--- src/rtl/sim_data_checker_pkg.sv ---
// Shared types, widths and helpers for the sequential data checker.
package sim_data_checker_pkg;

  localparam int DATA_W = 32;

  typedef enum logic [1:0] {
    IDLE       = 2'd0,
    WAIT_FIRST = 2'd1,
    CHECK      = 2'd2,
    DONE       = 2'd3
  } state_e;

  // Increment that sticks at max; narrower counters pass a zero-extended max.
  function automatic logic [DATA_W-1:0] sat_inc(input logic [DATA_W-1:0] v,
                                                input logic [DATA_W-1:0] max);
    return (v >= max) ? max : v + 1'b1;
  endfunction

endpackage

--- src/rtl/sim_data_checker_seq_compare.sv ---
// Holds the expected next word and compares the incoming word against it.
// The first word after (re)sync is compared against START_VALUE instead,
// and only when strict start checking is on.
module sim_data_checker_seq_compare
  import sim_data_checker_pkg::*;
#(
  parameter logic [DATA_W-1:0] START_VALUE  = 32'd1,
  parameter bit                STRICT_START = 1'b1
) (
  input  logic              clk,
  input  logic              rst,
  input  logic              flush,     // drop the expected value (Clear / Enable low)
  input  logic              load,      // a word is being accepted this cycle
  input  logic              first,     // this word seeds the sequence
  input  logic [DATA_W-1:0] data_in,
  output logic              mismatch,
  output logic [DATA_W-1:0] ref_val,   // value the word was compared against
  output logic [DATA_W-1:0] nxt_exp
);

  logic [DATA_W-1:0] expected;

  // Plain 32-bit add: FFFF_FFFF + 1 wraps to 0, which is the generator's wrap.
  assign nxt_exp  = data_in + 1'b1;
  assign ref_val  = first ? START_VALUE : expected;
  assign mismatch = first ? (STRICT_START && (data_in != START_VALUE))
                          : (data_in != expected);

  // Always resync to the received word so a single bad word costs at most two errors.
  always_ff @(posedge clk) begin
    if (rst || flush) expected <= '0;
    else if (load)    expected <= nxt_exp;
  end

endmodule

--- config.mk ---
export PLATFORM = sky130hd
export DESIGN_NAME = sim_data_checker_seq_compare
export DESIGN_NICKNAME = d
export VERILOG_FILES = /design/src/rtl/sim_data_checker_pkg.sv /design/src/rtl/sim_data_checker_seq_compare.sv
export SDC_FILE = /design/constraint.sdc
export NUM_CORES = 1
export LEC_CHECK = 0
export CAP_MARGIN = 20
export CORE_ASPECT_RATIO = 1.2
export CORE_MARGIN = 2
export CORE_UTILIZATION = 41
export DETAILED_ROUTE_END_ITERATION = 12
export GPL_TIMING_DRIVEN = 1
export PLACE_DENSITY = 0.82
export SYNTH_ARGS = -nofsm -noshare
export SYNTH_HDL_FRONTEND = slang
export SYNTH_SLANG_ARGS = --single-unit
--- constraint.sdc ---
create_clock -name clk -period 2.2 [get_ports clk]
set_input_delay 0.33 -clock clk [delete_from_list [all_inputs] [get_ports clk]]
set_output_delay 0.33 -clock clk [all_outputs]
set_load 0.01 [all_outputs]
==> results of run 1 <==
-- power breakdown --
| part | internal (uW) | switching, uW | leakage, uW |
|---|---|---|---|
| logic | 314 | 311 | 0.00182 |
| clock network | 256 | 239 | 0.0000455 |
| registers | 603 | 28.5 | 0.000262 |
| total | 1170 | 579 | 0.00212 |
-- critical path, stage by stage --
cell and delay [ns]:
clkbuf_4 0.25, buf_4 0.20, o21ba_2 0.16, o32ai_1 0.33, o22ai_1 0.23, nor4_2 0.35, nand4_1 0.17, buf_2 0.18
-- cells in the mapped netlist --
cell | number | share of area [%]
nor2_1 | 35 | 4.7
dfxtp_1 | 32 | 23
nor2b_1 | 31 | 6.9
o21ai_0 | 31 | 5.5
xor2_1 | 29 | 9.1
inv_1 | 24 | 3.2
clkbuf_1 | 20 | 2.7
nand2_1 | 20 | 2.7
a21oi_1 | 18 | 3.2
xnor2_1 | 17 | 5.3
nor3_1 | 11 | 2.0
nand3_1 | 10 | 1.8
nand4_1 | 10 | 2.2
and3_1 | 8 | 1.8
buf_2 | 8 | 1.4
mux2i_1 | 8 | 2.9
o21ba_2 | 8 | 2.9
o32ai_1 | 8 | 2.5
a211oi_1 | 7 | 1.9
a31oi_1 | 7 | 1.6
nor4bb_1 | 7 | 2.5
nand4bb_1 | 6 | 2.4
and4_1 | 4 | 1.3
o22ai_1 | 4 | 0.89
and2_1 | 2 | 0.45
nor4_2 | 2 | 0.89
or2_2 | 2 | 0.45
or4bb_1 | 2 | 0.80
clkbuf_2 | 1 | 0.18
ha_1 | 1 | 0.45
nand2b_1 | 1 | 0.22
nand3b_1 | 1 | 0.27
nand4_4 | 1 | 0.76
nor4_1 | 1 | 0.22
nor4_4 | 1 | 0.76
o31a_1 | 1 | 0.31
-- kinds of logic after synthesis --
family	Yosys count	synth area share, %
flops	32	22.9
compound gates	84	18.8
mux	8	2.86
buf+inv	53	7.51
simple gates	155	33.1
xor+xnor	46	14.4
fa+ha+maj	1	0.447
-- through the flow --
| step | setup TNS, ns | power [uW] |
|---|---|---|
| after global placement | -16.33 | 1200 |
| after detailed placement | -17.16 | 1220 |
| final | -1.07 | 1750 |
| after global routing | -1.25 | 1800 |
| after floorplan | 0 | 885 |
| after CTS | -0.171 | 1690 |
-- routing by layer --
layer / up-vias / share of wire [%]
li1: 1686 / -
met1: 1766 / 36
met2: 267 / 48
met3: 89 / 8.5
met4: 0 / 7.4
met5: - / 0
-- layout make-up --
cell class | count | area share [%]
clock buffers | 8 | 1.85
inverters | 24 | 1.85
multi-input cells | 294 | 45.3
flip-flops and latches | 32 | 13.2
well taps | 87 | 2.24
repair buffers | 207 | 35.5
-- worst paths after layout --
kind / from / endpoint / slack (ns)
worst min register to register: expected[0]$_SDFFE_PP0P_ / expected[0]$_SDFFE_PP0P_ / 0.52
worst max register to register: expected[19]$_SDFFE_PP0P_ / expected[19]$_SDFFE_PP0P_ / 1.17
worst min-delay path: data_in[0] / expected[0]$_SDFFE_PP0P_ / 0.37
worst max-delay path: first / mismatch / -0.34
-- what timing repair did --
| item | 4_1_cts | 5_1_grt |
|---|---|---|
| pin swaps | 25 | 27 |
| gates resized for setup | 155 | 76 |
| buffers inserted | 16 | 7 |
| endpoints found under the setup margin | 31 | 24 |
| hold buffers | 0 | 0 |
| endpoints found under the hold margin | 0 | 0 |
-- cells in the final DEF (no fill, tap or decap), types with 9 or more instances in the layout --
cell	netlist	final
nor2_1	35	33
clkdlybuf4s50_1	0	41
buf_2	8	14
dlygate4sd2_1	0	15
nand2_1	20	18
inv_1	24	24
nor2b_1	31	31
o21ai_0	31	31
buf_4	0	102
xnor2_1	17	9
buf_6	0	12
nand4_1	10	10
xor2_1	29	22
clkbuf_2	1	10
dfxtp_1	32	31
a21oi_1	18	18
==> flow_metrics.env, run 1 <==
export IMPL_outcome="finished with violations"
export IMPL_syn_num_nets=417
export IMPL_grt_antenna_before_repair=0
export IMPL_clkTransAtPathRegs_ns=0.08
export IMPL_fillCellCount=474
export IMPL_regArea_um2=642
export IMPL_dpl_hpwl_mm=7.42
export IMPL_gr_usage_met1_pct=32.4
export IMPL_gr_usage_met3_pct=4.30
export IMPL_yosysWarnings=0
export IMPL_ir_worst_vdd_v=0.000364
export IMPL_grt_pass1_wl_mm=16.6
export IMPL_required_ns=1.87
export IMPL_htree_levels=2
export IMPL_finalNetCount=602
export IMPL_pwr_density_cell_nw_per_um2=361
export IMPL_largest_registers="expected: 32 flops"
export IMPL_pin_count=102
export IMPL_hold_viol_final=0
export IMPL_timing_final_ws_setup_ns=-0.337
export IMPL_crit_path_start_kind="primary input"
export IMPL_start_util_pct=41.6
export IMPL_vias=3808
export IMPL_core_region_area_um2=6730
export IMPL_die_w_um=79.4
export IMPL_largest_reg_flops=32
export IMPL_top_usage_layer="met2"
export IMPL_wl_per_cell_um=19.4
export IMPL_ff2ff_path_depth=3
export IMPL_clockRootBuffer="clkbuf_8"
export IMPL_vias_per_cell=5.84
export IMPL_place_gp_congestion=0.933
export IMPL_drc=0
export IMPL_drtPass1Iterations=7
export IMPL_setup_viol=12
export IMPL_utilization_pct=72.2
export IMPL_rsz0062_at_grt="yes"
export IMPL_fin_crit_ns=2.54
export IMPL_drtIter0Drc=403
export IMPL_worst_slew_pin_slew_ns=0.571
export IMPL_diodes=0
export IMPL_postSynthCellCount=379
export IMPL_stdcell_area_um2=4860
export IMPL_clock_skew_ns=0
export IMPL_drt_antenna_violating_nets=0
export IMPL_holdWs_ns=0.375
export IMPL_met2_usage_pct=49.9
export IMPL_top_register="expected"
export IMPL_layout_cells_non_filler=652
export IMPL_die_area_um2=7500
export IMPL_arrival_ns=2.21
export IMPL_clkSinkCount=32
export IMPL_dp_cells=621
export IMPL_wirelength_mm=12.6
export IMPL_drive_gt1_share_pct=36.3
export IMPL_gr_total_overflow=0
export IMPL_power_leakage_uw=0.00212
export IMPL_ys_ff_latch=32
export IMPL_cts_tree="built"
export IMPL_ys_types=36
export IMPL_numPortBuffers=101
export IMPL_hold_depth=3
export IMPL_cp_max_fo=15
export IMPL_max_slew_margin_pct=62.0
export IMPL_crit_type="primary input to output pin"
export IMPL_place_area_um2=4420
export IMPL_multi_input_area_um2=2200
export IMPL_maxCapViolCount=0
export IMPL_clockBufferDepth=2
export IMPL_final_period_utilization_pct=115
export IMPL_synth_area_um2=2800
export IMPL_numCtsBuffers=5
export IMPL_syn_to_final_growth_pct=73.7
export IMPL_ys_seq_area_share_pct=22.9
export IMPL_fmax_mhz=394
export IMPL_critPathCaptureType="output pin"
export IMPL_violations="negative setup slack"
export IMPL_die_h_um=94.5
export IMPL_avgSynthCellArea_um2=7.38
export IMPL_hp_class="primary input to register"
export IMPL_slew_viol_final=0
export IMPL_place_ws_ns=-0.707
export IMPL_grt_pass1_vias=3440
export IMPL_num_rows=33
export IMPL_clk_latency_ns=0.29
export IMPL_grt_max_degree=32
export IMPL_grtUsageTotal_pct=27.9
No activity file was read; power rests on OpenSTA's default activity.
==> run 2: changes to the inputs <==
SETUP_SLACK_MARGIN = 0.5   (was unset)
==> flow_metrics.env, run 2 (synthesis results as in run 1) <==
export IMPL_outcome="finished with violations"
export IMPL_violations="negative setup slack"
export IMPL_place_area_um2=4440
export IMPL_seqPwrFrac_pct=34.1
export IMPL_multi_input_area_um2=2540
export IMPL_grt_antenna_before_repair=0
export IMPL_fin_crit_ns=2.44
export IMPL_cts_tree="built"
export IMPL_drtIter0Drc=491
export IMPL_final_cell_mix="buf_4, buf_6, nor2_1, buf_2"
export IMPL_setup_viol=14
export IMPL_final_common_cell="buf_4"
export IMPL_finalNetCount=625
export IMPL_fillCellCount=342
export IMPL_clockRootBuffer="clkbuf_8"
export IMPL_regArea_um2=668
export IMPL_drt_antenna_violating_nets=0
export IMPL_num_rows=33
export IMPL_ir_worst_vdd_v=0.000278
export IMPL_wirelength_mm=16.6
export IMPL_crit_path_cell_trace="o21ba_2 -> o32ai_2 -> o22ai_2 -> nor4_2 -> nand4_1 -> buf_2"
export IMPL_max_slew_margin_pct=54.7
export IMPL_cp_top_family="compound AO/OA/AOI/OAI gates"
export IMPL_wl_per_cell_um=24.5
export IMPL_clk_latency_ns=0.30
export IMPL_utilization_pct=81.4
export IMPL_drtPass1Iterations=6
export IMPL_clock_skew_ns=0
export IMPL_die_area_um2=7500
export IMPL_clkTransAtPathRegs_ns=0.08
export IMPL_largest_registers="expected: 32 flops"
export IMPL_hold_viol_final=0
export IMPL_crit_path_start_kind="register"
export IMPL_pin_count=102
export IMPL_largest_reg_flops=32
export IMPL_timing_final_ws_setup_ns=-0.242
export IMPL_fmax_mhz=409
export IMPL_clkSinkCount=32
export IMPL_stdcell_area_um2=5480
export IMPL_cp_max_fo=4
export IMPL_swShare_pct=35.8
export IMPL_grt_pass1_vias=4066
export IMPL_diodes=0
export IMPL_die_w_um=79.4
export IMPL_p_switching_uw=669
export IMPL_final_period_utilization_pct=111
export IMPL_slew_viol_final=0
export IMPL_htree_levels=2
export IMPL_clkPwrFrac_pct=27.5
export IMPL_worst_slew_pin_slew_ns=0.679
export IMPL_numCtsBuffers=5
export IMPL_combPwrFrac_pct=38.4
export IMPL_place_gp_congestion=0.864
export IMPL_gr_total_overflow=0
export IMPL_crit_type="register to output pin"
export IMPL_dpl_hpwl_mm=7.82
export IMPL_vias_per_cell=6.45
export IMPL_drive_gt1_share_pct=50.0
export IMPL_vias=4352
export IMPL_arrival_ns=2.11
export IMPL_die_h_um=94.5
export IMPL_maxCapViolCount=0
export IMPL_top_register="expected"
export IMPL_grt_max_degree=30
export IMPL_hp_class="primary input to register"
export IMPL_grt_pass1_wl_mm=20.8
export IMPL_power_internal_uw=1200
export IMPL_holdBufCountCts=0
export IMPL_core_region_area_um2=6730
export IMPL_drc=0
export IMPL_start_util_pct=41.6
export IMPL_numPortBuffers=101
export IMPL_cp_slowest_stage_delay_ns=0.36
export IMPL_critPathCaptureType="output pin"
export IMPL_critPathSlowestCell="dfxtp_1"
export IMPL_cp_num_buf_inv=1
export IMPL_pwr_density_cell_nw_per_um2=341
export IMPL_rsz0062_at_grt="yes"
export IMPL_clockBufferDepth=2
export IMPL_required_ns=1.87
export IMPL_syn_to_final_growth_pct=95.9
export IMPL_power_leakage_uw=0.00270
export IMPL_grtUsageTotal_pct=36.2
[run 2: cell types whose count changed in the layout (fill, tap and decap cells not counted), sizes merged]
cell	before	now
buf	132	179
clkdlybuf4s50	41	4
dlygate4sd2	15	26
dlymetal6s2s	4	15
clkbuf	19	10
[run 2: path summary, 6_finish.rpt]
check / start / end / slack [ns] / depth (start not counted)
max: expected[31]$_SDFFE_PP0P_ / mismatch / -0.24 / 6
min: data_in[0] / expected[0]$_SDFFE_PP0P_ / 0.39 / 3
max reg2reg: expected[21]$_SDFFE_PP0P_ / expected[21]$_SDFFE_PP0P_ / 1.30 / 3
min reg2reg: expected[5]$_SDFFE_PP0P_ / expected[5]$_SDFFE_PP0P_ / 0.52 / 2
[run 2: repair_timing]
| action | in CTS | in global routing |
|---|---|---|
| pin swaps | 54 | 26 |
| buffers inserted | 31 | 14 |
| resized for setup | 351 | 81 |
| setup endpoints to repair | 91 | 49 |
| cloned | 0 | 0 |
[run 2: metal layers]
metal  global-route usage (%)  wire [um]
met4                     28.4       1710
met5                        0          0
met1                     38.0       5620
met3                     8.51       1790
met2                     61.7       7440
[run 2: cell type report]
type / instances / area share, %
Multi-Input combinational cell: 294 / 46.3
Timing Repair Buffer: 230 / 36.2
Clock buffer: 8 / 1.64
Tap cell: 87 / 1.99
Inverter: 24 / 1.64
Sequential cell: 32 / 12.2
[run 2: worst register-to-register path: cells and delay by family (launching register included)]
family,cells,cell delay (ns)
compound gates,2,0.27
flops,1,0.33
buf+inv,1,0.16
[run 2: through the flow]
| step | hold WS (ns) | setup WS, ns | cells | TNS (ns) | total power (uW) |
|---|---|---|---|---|---|
| after floorplan | 0.464 | 0.368 | 379 | 0 | 893 |
| after global placement | 0.478 | -0.660 | 622 | -16.81 | 1210 |
| after detailed placement | 0.483 | -0.783 | 622 | -19.12 | 1220 |
| after CTS | 0.358 | 0.0233 | 661 | 0 | 1720 |
| after global routing | 0.404 | -0.309 | 675 | -1.14 | 1910 |
| final | 0.394 | -0.242 | 675 | -1.03 | 1870 |
[run 2: power by group through the flow]
stage / combinational, uW / sequential (uW) / clock, uW
CTS: 600 / 632 / 491
finish: 718 / 638 / 515
detailed placement: 580 / 642 / 0
global placement: 566 / 640 / 0
global route: 743 / 639 / 532
floorplan: 257 / 637 / 0
==> run 3: changes to the inputs <==
ABC_CLOCK_PERIOD_IN_PS = 2200   (was unset)
==> results of run 3 <==
The final DEF is identical to that of run 2; final timing and power are the same.
